[src/rtl/io_controller.sv]
// I/O front end: input FIFO (fall-through head to decode mux) plus a one-entry output register.
// Push/pop/write take effect at the edge; ready/valid come from registered state only.
module io_controller #(
  parameter int DATA_W = 32,
  parameter int DEPTH  = 4
) (
  input  logic                       clk,
  input  logic                       rst,
  input  logic                       io_cntrl_en,
  input  logic                       ext_in_valid,
  input  logic [DATA_W-1:0]          ext_in_data,
  output logic                       ext_in_ready,
  input  logic                       io_rd,
  output logic [DATA_W-1:0]          io_in,
  output logic                       io_in_valid,
  input  logic                       io_wr,
  input  logic [DATA_W-1:0]          io_wr_data,
  output logic                       ext_out_valid,
  output logic [DATA_W-1:0]          ext_out_data,
  input  logic                       ext_out_ready,
  output logic [$clog2(DEPTH):0]     in_count,
  output logic                       underflow,
  output logic                       overrun,
  input  logic                       err_clr
);

  localparam int AW = $clog2(DEPTH);
  localparam int CW = AW + 1;

  logic [DATA_W-1:0] r_mem [DEPTH];
  logic [AW-1:0]     r_wr_ptr;
  logic [AW-1:0]     r_rd_ptr;
  logic [CW-1:0]     r_count;
  logic              r_out_vld;
  logic [DATA_W-1:0] r_out_dat;
  logic              r_underflow;
  logic              r_overrun;

  logic w_push;
  logic w_pop;
  logic w_pop_empty;
  logic w_wr;
  logic w_drop;

  // Ready/valid derive from the registered count, so no input-to-ready path exists.
  assign ext_in_ready = (r_count < CW'(DEPTH));
  assign io_in_valid  = (r_count != '0);
  assign io_in        = io_in_valid ? r_mem[r_rd_ptr] : '0;

  assign w_push      = ext_in_valid & ext_in_ready;
  assign w_pop       = io_cntrl_en & io_rd & io_in_valid;
  assign w_pop_empty = io_cntrl_en & io_rd & ~io_in_valid;
  assign w_wr        = io_cntrl_en & io_wr;
  assign w_drop      = w_wr & r_out_vld & ~ext_out_ready;

  always_ff @(posedge clk) begin
    if (w_push && !rst)
      r_mem[r_wr_ptr] <= ext_in_data;
  end

  always_ff @(posedge clk) begin
    if (rst) begin
      r_wr_ptr <= '0;
      r_rd_ptr <= '0;
      r_count  <= '0;
    end else begin
      if (w_push)
        r_wr_ptr <= r_wr_ptr + AW'(1);
      if (w_pop)
        r_rd_ptr <= r_rd_ptr + AW'(1);
      case ({w_push, w_pop})
        2'b10:   r_count <= r_count + CW'(1);
        2'b01:   r_count <= r_count - CW'(1);
        default: r_count <= r_count;
      endcase
    end
  end

  // A full register accepts a new word only when the old one drains on the same edge.
  always_ff @(posedge clk) begin
    if (rst) begin
      r_out_vld <= 1'b0;
      r_out_dat <= '0;
    end else if (!r_out_vld) begin
      if (w_wr) begin
        r_out_vld <= 1'b1;
        r_out_dat <= io_wr_data;
      end
    end else if (ext_out_ready) begin
      if (w_wr)
        r_out_dat <= io_wr_data;
      else
        r_out_vld <= 1'b0;
    end
  end

  // Set beats clear when both happen in the same cycle.
  always_ff @(posedge clk) begin
    if (rst) begin
      r_underflow <= 1'b0;
      r_overrun   <= 1'b0;
    end else begin
      if (w_pop_empty)
        r_underflow <= 1'b1;
      else if (err_clr)
        r_underflow <= 1'b0;
      if (w_drop)
        r_overrun <= 1'b1;
      else if (err_clr)
        r_overrun <= 1'b0;
    end
  end

  assign ext_out_valid = r_out_vld;
  assign ext_out_data  = r_out_dat;
  assign in_count      = r_count;
  assign underflow     = r_underflow;
  assign overrun       = r_overrun;

endmodule

[config.mk]
export PLATFORM = sky130hd
export DESIGN_NAME = io_controller
export DESIGN_NICKNAME = d
export VERILOG_FILES = /design/src/rtl/io_controller.sv
export SDC_FILE = /design/constraint.sdc
export NUM_CORES = 1
export LEC_CHECK = 0
export CAP_MARGIN = 20
export CORE_MARGIN = 2
export CORE_UTILIZATION = 46
export DETAILED_ROUTE_END_ITERATION = 12
export GPL_ROUTABILITY_DRIVEN = 0
export PLACE_DENSITY_LB_ADDON = 0.08
export SYNTH_ARGS = -nofsm -noshare
export SYNTH_HDL_FRONTEND = slang
export SYNTH_SLANG_ARGS = --single-unit
[constraint.sdc]
create_clock -name clk -period 2.6 [get_ports clk]
set_clock_uncertainty 0.15 [all_clocks]
set_input_delay 0.78 -clock clk [delete_from_list [all_inputs] [get_ports clk]]
set_output_delay 0.78 -clock clk [all_outputs]
set_load 0.01 [all_outputs]
## Word-level counts from Yosys, hierarchy flattened

Memory sizes are Yosys's and may differ from the RTL's. A register that Yosys moved wholly into a read port is not among the register bits.
Index checks and enable logic that the tools add are counted.

| operators by class | value |
|---|---|
| $add $sub $neg | 4 |
| magnitude comparators | 1 |
| eq/ne operators | 3 |
| muxes and demuxes | 15 |
| bitwise logic cells | 9 |
| reductions and logical operators | 6 |

Operators by type and width:

| operator | number |
|---|---|
| 32-bit two-way mux | 4 |
| 1-bit two-way mux | 8 |
| 1-bit bitwise AND | 7 |
| 3-bit one-hot mux with 2 select lines | 1 |
| 2-bit nonzero test | 3 |
| 2-bit by 1-bit adder with 2-bit output, second input constant | 2 |
| 2-bit two-way mux | 2 |
| 3-bit by 1-bit adder with 3-bit output, second input constant | 1 |
| 3-bit < comparator, second input constant | 1 |
| 3-bit nonzero test | 1 |
| 3-bit by 1-bit subtractor with 3-bit output, second input constant | 1 |
| 2-bit by 1-bit equality test with 1-bit output, second input constant | 1 |
| 2-bit equality test, second input constant | 1 |
| 2-bit != test, second input constant | 1 |
| 1-bit NOT | 2 |
| 1-bit logical AND | 1 |
| 1-bit logical NOT | 1 |

| storage, ports and cells | value |
|---|---|
| register bits | 42 |
| bits in writable memories | 128 |
| input port bits | 72 |
| memories | 1 |

Memory list:

| memory | depth | bits a word | read ports | clocked after Yosys merged registers in | write ports | line | text |
|---|---|---|---|---|---|---|---|
| r_mem | 4 | 32 | 1 | 1 | 1 | 30 | `logic [DATA_W-1:0] r_mem [DEPTH];` |

## Longest topological paths before layout

Gate-level depths: netlist of run 1.

| logic depth | value |
|---|---|
| word-level depth | 5 |
| depth in mapped cells | 8 |

## Worst setup path before layout of run 1

No wires, ideal clock.

| path | value |
|---|---|
| path type | input to register |
| start | input ext_in_valid |
| end | memory r_mem[0][0], enable pin |
| setup time | 0.392 ns |
| arrival time | 2.038 ns |
| required time | 2.058 ns |
| setup slack | 0.020 ns |
| stages on the path | 4 |
| buffers on the path | 0 |
| cells stage by stage | nor2b_1 > inv_1 > nor2_1 > and2_1 |

| between the ends | value |
|---|---|
| longest elaborated chain between the ends | 4 |

Ends and longest elaborated chain:

| item | line | text |
|---|---|---|
| from (decl) | 10 | `input logic ext_in_valid,` |
| 1-bit bitwise AND | 50 | `assign w_push = ext_in_valid & ext_in_ready;` |
| 1-bit logical AND | 57 | `if (w_push && !rst)` |
| 1-bit two-way mux | 57 |  |
| 1-bit two-way mux (not written as such) | 58 | `r_mem[r_wr_ptr] <= ext_in_data;` |
| to (decl) | 30 |  |

Every way passes these cells.

==> results of run 1 <==
## flip-flops by register name (all words and copies together), names as in the netlist, named ones only
name and count:
r_wr_ptr 2, in_count 3, ext_out_valid 1, r_rd_ptr 2, r_mem 128, overrun 1, ext_out_data 32, underflow 1
## metrics by stage
step	TNS (ns)	cells
2_1_floorplan	0	415
3_3_place_gp	-7.391	745
3_5_place_dp	-8.983	745
4_1_cts	-5.057	788
5_1_grt	-5.393	787
6_report	-3.127	787
## power by group through the flow
stage                     clock (mW)  combinational, mW  sequential [mW]
after floorplan                    0              0.762             3.21
after CTS                       2.33               1.74             3.14
after global placement             0               1.58             3.19
final                           2.29               1.80             3.14
after detailed placement           0               1.59             3.20
after global routing            2.47               1.93             3.15
## worst max-delay path: stages (launching register included)
cell,delay [ns]
dfxtp_4,0.38
buf_6,0.12
buf_12,0.12
mux4_2,0.50
nor2b_1,0.14
buf_2,0.13
## cells in the final DEF, fill, tap and decap left out, types with 2 or more instances in the layout
cell type and count:
clkinv_1 3, clkinvlp_4 3, ha_1 5, inv_1 11, nand2_1 3, xor2_1 2, clkinv_2 3, buf_4 23
xnor2_1 2, clkbuf_16 17, a21oi_1 37, nor2_1 9, buf_6 23, nor2b_4 21, and2_2 4, buf_12 13
dfxtp_2 2, edfxtp_1 128, buf_2 13, or3_1 2, nor2b_1 13, dfxtp_1 41, clkdlybuf4s50_1 109, mux4_2 32
nand3_1 32, o21ai_0 34
## area by class of cell
class / count / area share
antenna: 1 / 0.0002683
clock buffer: 18 / 0.04602
clock inverter: 13 / 0.01087
inverter: 11 / 0.004428
multi-input combinational: 203 / 0.2009
sequential: 172 / 0.5073
tap: 184 / 0.02469
timing repair buffer: 185 / 0.2056
## synthesized netlist by cell type, drive strengths merged
library cell | number | area, um^2
or3 | 2 | 12.51
xor2 | 2 | 17.52
ha | 5 | 62.56
xnor2 | 2 | 17.52
a32oi | 1 | 8.760
mux4 | 32 | 728.2
fa | 1 | 20.02
buf | 15 | 126.4
nor2b | 34 | 280.3
and2 | 5 | 31.28
inv | 11 | 41.29
nor2 | 9 | 33.78
o21ai | 34 | 170.2
o311ai | 1 | 16.27
nand2b | 1 | 6.260
a22oi | 1 | 7.510
dfxtp | 44 | 880.8
nand2 | 3 | 11.26
edfxtp | 128 | 3844
nor3 | 1 | 16.27
a21oi | 37 | 185.2
clkbuf | 14 | 52.55
nand3 | 32 | 160.2
## metal layers
metal,track usage,vias to the layer above
met4,0.06275,0
met2,0.3210,122
li1,-,1923
met3,0.06205,12
met1,0.2397,2060
met5,0,-
## timing repair
item                       4_1_cts  5_1_grt
setup endpoints to repair       33       33
buffers inserted                 9        1
cloned                           4        0
hold endpoints to repair         0        0
gates resized for setup        155       29
pin swaps                        1        0
## path summary, 6_finish.rpt
check | startpoint | endpoint | slack, ns
min | ext_out_data[14]$_SDFFE_PP0P_ | ext_out_data[14]$_SDFFE_PP0P_ | 0.33
max | flop | io_in[29] | -0.15
min reg2reg | ext_out_data[14]$_SDFFE_PP0P_ | ext_out_data[14]$_SDFFE_PP0P_ | 0.33
max reg2reg | in_count[2]$_SDFFE_PP0P_ | in_count[2]$_SDFFE_PP0P_ | 0.45
## kinds of logic (layout without fill, tap and decap cells)
family	Yosys count	in the layout	synth area share
other	0	1	0
buffers and inverters	40	227	0.03272
XOR/XNOR	4	4	0.005206
flip-flops	172	172	0.7020
multiplexers	32	32	0.1082
AND/OR/NAND/NOR	87	87	0.08199
AO/OA/AOI/OAI	74	74	0.05763
adder cells (fa/ha/maj)	6	6	0.01227
==> impl_metrics.py, run 1 <==
metrics = {
    "timing": {
        "rsz0062_at_grt": "yes",
        "fin_crit_ns": 2.748,
        "slew_headroom": 0.6988,
        "worst_slew_pin_slew_ns": 0.4518,
        "finalSetupViolations": 32,
        "layout_setup_ws_ns": -0.1476,
        "period_share": 1.057,
        "hold_viol_final": 0,
        "fmax_mhz": 364.0,
        "timing.hold.ws_ns": 0.3255,
        "finalMaxSlewViolations": 0,
    },
    "logic_synthesis": {
        "yosysWarnings": 0,
        "syn-num-nets": 493,
        "synthDistinctLibCells": 27,
        "yosys_register_bits": 172,
        "syn_area_um2": 6730,
        "avgSynthCellArea_um2": 16.22,
        "netlist_instances": 415,
        "synth_seq_area_share": 0.7020,
    },
    "final_layout": {
        "multi_input_area_um2": 1873,
        "register_area_um2": 4731,
        "finalNetCount": 668,
        "postLayoutCellArea_um2": 9325,
        "final_core_util": 0.6465,
        "nFillCells": 1048,
        "layout-drive-gt1-share": 0.2708,
        "syn_to_final_growth_pct": 38.56,
    },
    "clock_tree": {
        "path_clk_slew_ns": 0.06,
        "cts_hold_buf": 0,
        "cts-root-buf": "clkbuf_16",
        "tritoncts": "yes",
        "cts_buffer_depth": 2,
        "clock_sinks": 172,
        "numCtsBuffers": 17,
        "insertion_delay_ns": 0.41,
        "htree_levels": 4,
    },
    "outcome": {
        "failed_checks": "setup timing",
        "status": "finished, violations left",
    },
    "floorplanning": {
        "dieHeight_um": 125.0,
        "coreArea_um2": 14420,
        "floorplan.die.width_um": 125.0,
        "io_pins": 144,
        "start_util": 0.4666,
        "row_count": 44,
        "die-area_um2": 15620,
    },
    "pwr": {
        "internal-power_mw": 5.371,
        "comb_power_share": 0.249,
        "ir_worst_vdd_mv": 0.3786,
        "power.share.clock": 0.317,
        "p_leak_nw": 3.241,
        "power_mw": 7.227,
        "power.switching_mw": 1.856,
        "p_seq_frac": 0.434,
        "p_sw_frac": 0.2568,
        "power.density_nw_per_um2": 775.0,
    },
    "detailed_routing": {
        "drcViolationCount": 0,
        "viasPerCell": 5.231,
        "wl_met3_um": 897,
        "initialDrtViolationCount": 220,
        "num_vias": 4117,
        "dr.pass1.iters": 4,
        "wl_per_cell_um": 18.10,
        "wl_met1_um": 6099,
        "finalWirelength_um": 14250,
        "top_layer_used": "met4",
        "ant_nets": 0,
        "wl_met2_um": 7062,
    },
    "critical_path": {
        "path_class": "reg -> out",
        "critPathMaxFanout": 5,
        "required_ns": 1.67,
        "reg2reg_depth": 9,
        "critPathArrivalTime_ns": 1.82,
        "worstSetupEndpointType": "output pin",
        "critPathLaunchType": "flop",
    },
    "global_routing": {
        "antenna_found_initial": 1,
        "track_usage": 0.1922,
        "grt-ovfl-total": 0,
        "grt_pass1_wl_um": 23130,
        "grt_pass1_vias": 4377,
        "grt_max_degree": 44,
    },
    "place": {
        "dp_hpwl_um": 8777,
        "place_area_um2": 8598,
        "port_buffers": 143,
        "dpl_worst_slack_ns": -0.3139,
    },
    "hold_path": {
        "hold_path_depth": 2,
        "hold_class": "reg -> reg",
    },
    "run": {
        "max_cap_violations": 0,
    },
}
No activity file was read; power rests on OpenSTA's default activity.
==> run 2: changes to the inputs <==
CTS_BUF_LIST = sky130_fd_sc_hd__clkbuf_16   (was not set)
GPL_TIMING_DRIVEN = 0   (was not set)
==> run 2 against run 1 <==
Compared with the run above:
- the flow still finishes with violations (setup timing)
- die area unchanged
- global-route usage down 0.53 points
- count of clock-buffer cells in the layout shrank 1
- critical path type unchanged
- critical endpoint is now io_in[14]
==> impl_metrics.py, run 2 (same netlist as run 1, synthesis figures left out) <==
metrics = {
    "outcome": {
        "status": "finished, violations left",
        "failed_checks": "setup timing",
    },
    "detailed_routing": {
        "drcViolationCount": 0,
        "viasPerCell": 5.178,
        "dr.pass1.iters": 4,
        "initialDrtViolationCount": 268,
        "num_vias": 4091,
        "wl_per_cell_um": 17.89,
        "finalWirelength_um": 14140,
        "ant_nets": 0,
    },
    "global_routing": {
        "grtUsageMet3": 0.06290,
        "grt_pass1_wl_um": 22430,
        "gr-usage-met1": 0.2451,
        "antenna_found_initial": 0,
        "grt_pass1_vias": 4232,
        "track_usage": 0.1869,
        "grt-ovfl-total": 0,
        "grtUsageMet2": 0.2938,
        "top_usage_layer": "met2",
        "grt_max_degree": 23,
    },
    "final_layout": {
        "final_core_util": 0.6398,
        "largest_reg_flops": 128,
        "layout_common_cells": "edfxtp_1 (128), clkdlybuf4s50_1 (108), dfxtp_1 (40), a21oi_1 (37), o21ai_0 (34)",
        "stdcell_count": 790,
        "syn_to_final_growth_pct": 37.13,
        "finalNetCount": 672,
        "nFillCells": 1091,
        "mostFrequentLayoutCell": "edfxtp_1",
        "num_antenna_cells": 0,
        "layout-drive-gt1-share": 0.2459,
        "regMostFlops": "r_mem",
    },
    "timing": {
        "fmax_mhz": 355.2,
        "rsz0062_at_grt": "yes",
        "fin_crit_ns": 2.815,
        "worst_slew_pin_slew_ns": 0.5335,
        "slew_headroom": 0.6443,
        "hold_viol_final": 0,
        "fin_setup_tns_ns": -5.749,
        "timing.hold.ws_ns": 0.3254,
        "finalSetupViolations": 33,
        "finalMaxSlewViolations": 0,
        "period_share": 1.083,
        "layout_setup_ws_ns": -0.2151,
    },
    "floorplanning": {
        "die-area_um2": 15620,
        "start_util": 0.4666,
        "io_pins": 144,
        "coreArea_um2": 14420,
        "row_count": 44,
        "floorplan.die.width_um": 125.0,
        "dieHeight_um": 125.0,
    },
    "critical_path": {
        "worstSetupEndpointType": "output pin",
        "required_ns": 1.67,
        "worstPathCellList": "buf_8 -> buf_12 -> buf_16 -> mux4_2 -> nor2b_1 -> buf_2",
        "crit_buf_inv": 4,
        "cp_top_family": "buffers and inverters",
        "critPathArrivalTime_ns": 1.89,
        "path_class": "reg -> out",
        "max_stage_delay_ns": 0.48,
        "cp.depth": 6,
        "cp_slowest_cell": "mux4_2",
        "reg2reg_depth": 8,
        "critPathMaxFanout": 5,
        "critPathLaunchType": "flop",
    },
    "clock_tree": {
        "path_clk_slew_ns": 0.06,
        "cts-root-buf": "clkbuf_16",
        "clock_sinks": 172,
        "tritoncts": "yes",
        "cts_buffer_depth": 2,
        "insertion_delay_ns": 0.42,
        "htree_levels": 4,
        "numCtsBuffers": 17,
    },
    "pwr": {
        "ir_worst_vdd_mv": 0.4765,
        "power.density_nw_per_um2": 770.8,
        "p_leak_nw": 3.198,
    },
    "place": {
        "dp_hpwl_um": 8948,
        "place_inst": 745,
        "port_buffers": 142,
    },
    "hold_path": {
        "hold_class": "reg -> reg",
        "hold_path_depth": 2,
    },
    "run": {
        "max_cap_violations": 0,
    },
}
-- run 2: cell count changes in the layout (fill, tap and decap cells not counted), sizes merged, moves of 2 or more --
cell,before,now
clkinvlp,4,2
buf,73,65
clkbuf,18,31
inv,12,14
-- run 2: routing by layer --
metal | vias to the layer above | part of all wire
li1 | 1933 | -
met1 | 2010 | 0.43
met2 | 131 | 0.48
met3 | 17 | 0.072
met4 | 0 | 0.017
met5 | - | 0
-- run 2: worst reg2reg max path: stages, from the launching register on --
cell and delay [ns]:
dfxtp_2 0.45, nor2b_1 0.13, inv_1 0.11, ha_1 0.18
inv_1 0.06, fa_1 0.37, xor2_1 0.16, or3_1 0.30
a21oi_1 0.13
-- run 2: worst paths after layout --
check / from / endpoint / slack, ns
setup reg to reg: in_count[2]$_SDFFE_PP0P_ / in_count[2]$_SDFFE_PP0P_ / 0.49
setup / recovery: flop / io_in[14] / -0.22
hold / removal: ext_out_data[10]$_SDFFE_PP0P_ / ext_out_data[10]$_SDFFE_PP0P_ / 0.33
hold reg to reg: ext_out_data[10]$_SDFFE_PP0P_ / ext_out_data[10]$_SDFFE_PP0P_ / 0.33
-- run 2: area by class of cell --
cell class | instances | area, um^2 | area share
Buffer | 29 | 200.2 | 0.02169
Clock buffer | 17 | 425.4 | 0.04610
Clock inverter | 14 | 90.09 | 0.009761
Inverter | 11 | 41.29 | 0.004474
Multi-Input combinational cell | 203 | 1873 | 0.2030
Sequential cell | 172 | 4730 | 0.5125
Tap cell | 184 | 230.2 | 0.02495
Timing Repair Buffer | 160 | 1639 | 0.1776
-- run 2: stage by stage --
stage	area [um^2]	total power, mW	setup slack (ns)
2_1_floorplan	6730	3.969	0.01995
3_3_place_gp	8382	4.694	-1.220
3_5_place_dp	8474	4.731	-0.4551
4_1_cts	9148	7.090	-0.2760
5_1_grt	9229	7.410	-0.2893
6_report	9229	7.114	-0.2151
-- run 2: power by group --
| group | switching, mW | internal [mW] |
|---|---|---|
| Sequential | 0.0660 | 3.08 |
| Combinational | 0.789 | 0.948 |
| Clock | 0.951 | 1.28 |
-- run 2: timing repair --
action                                  4_1_cts  5_1_grt
setup buffers                                11        4
pin swaps                                     1        0
endpoints found under the setup margin       50       98
hold buffers                                  0        0
gates resized for setup                     163       26
gates cloned                                  2        0
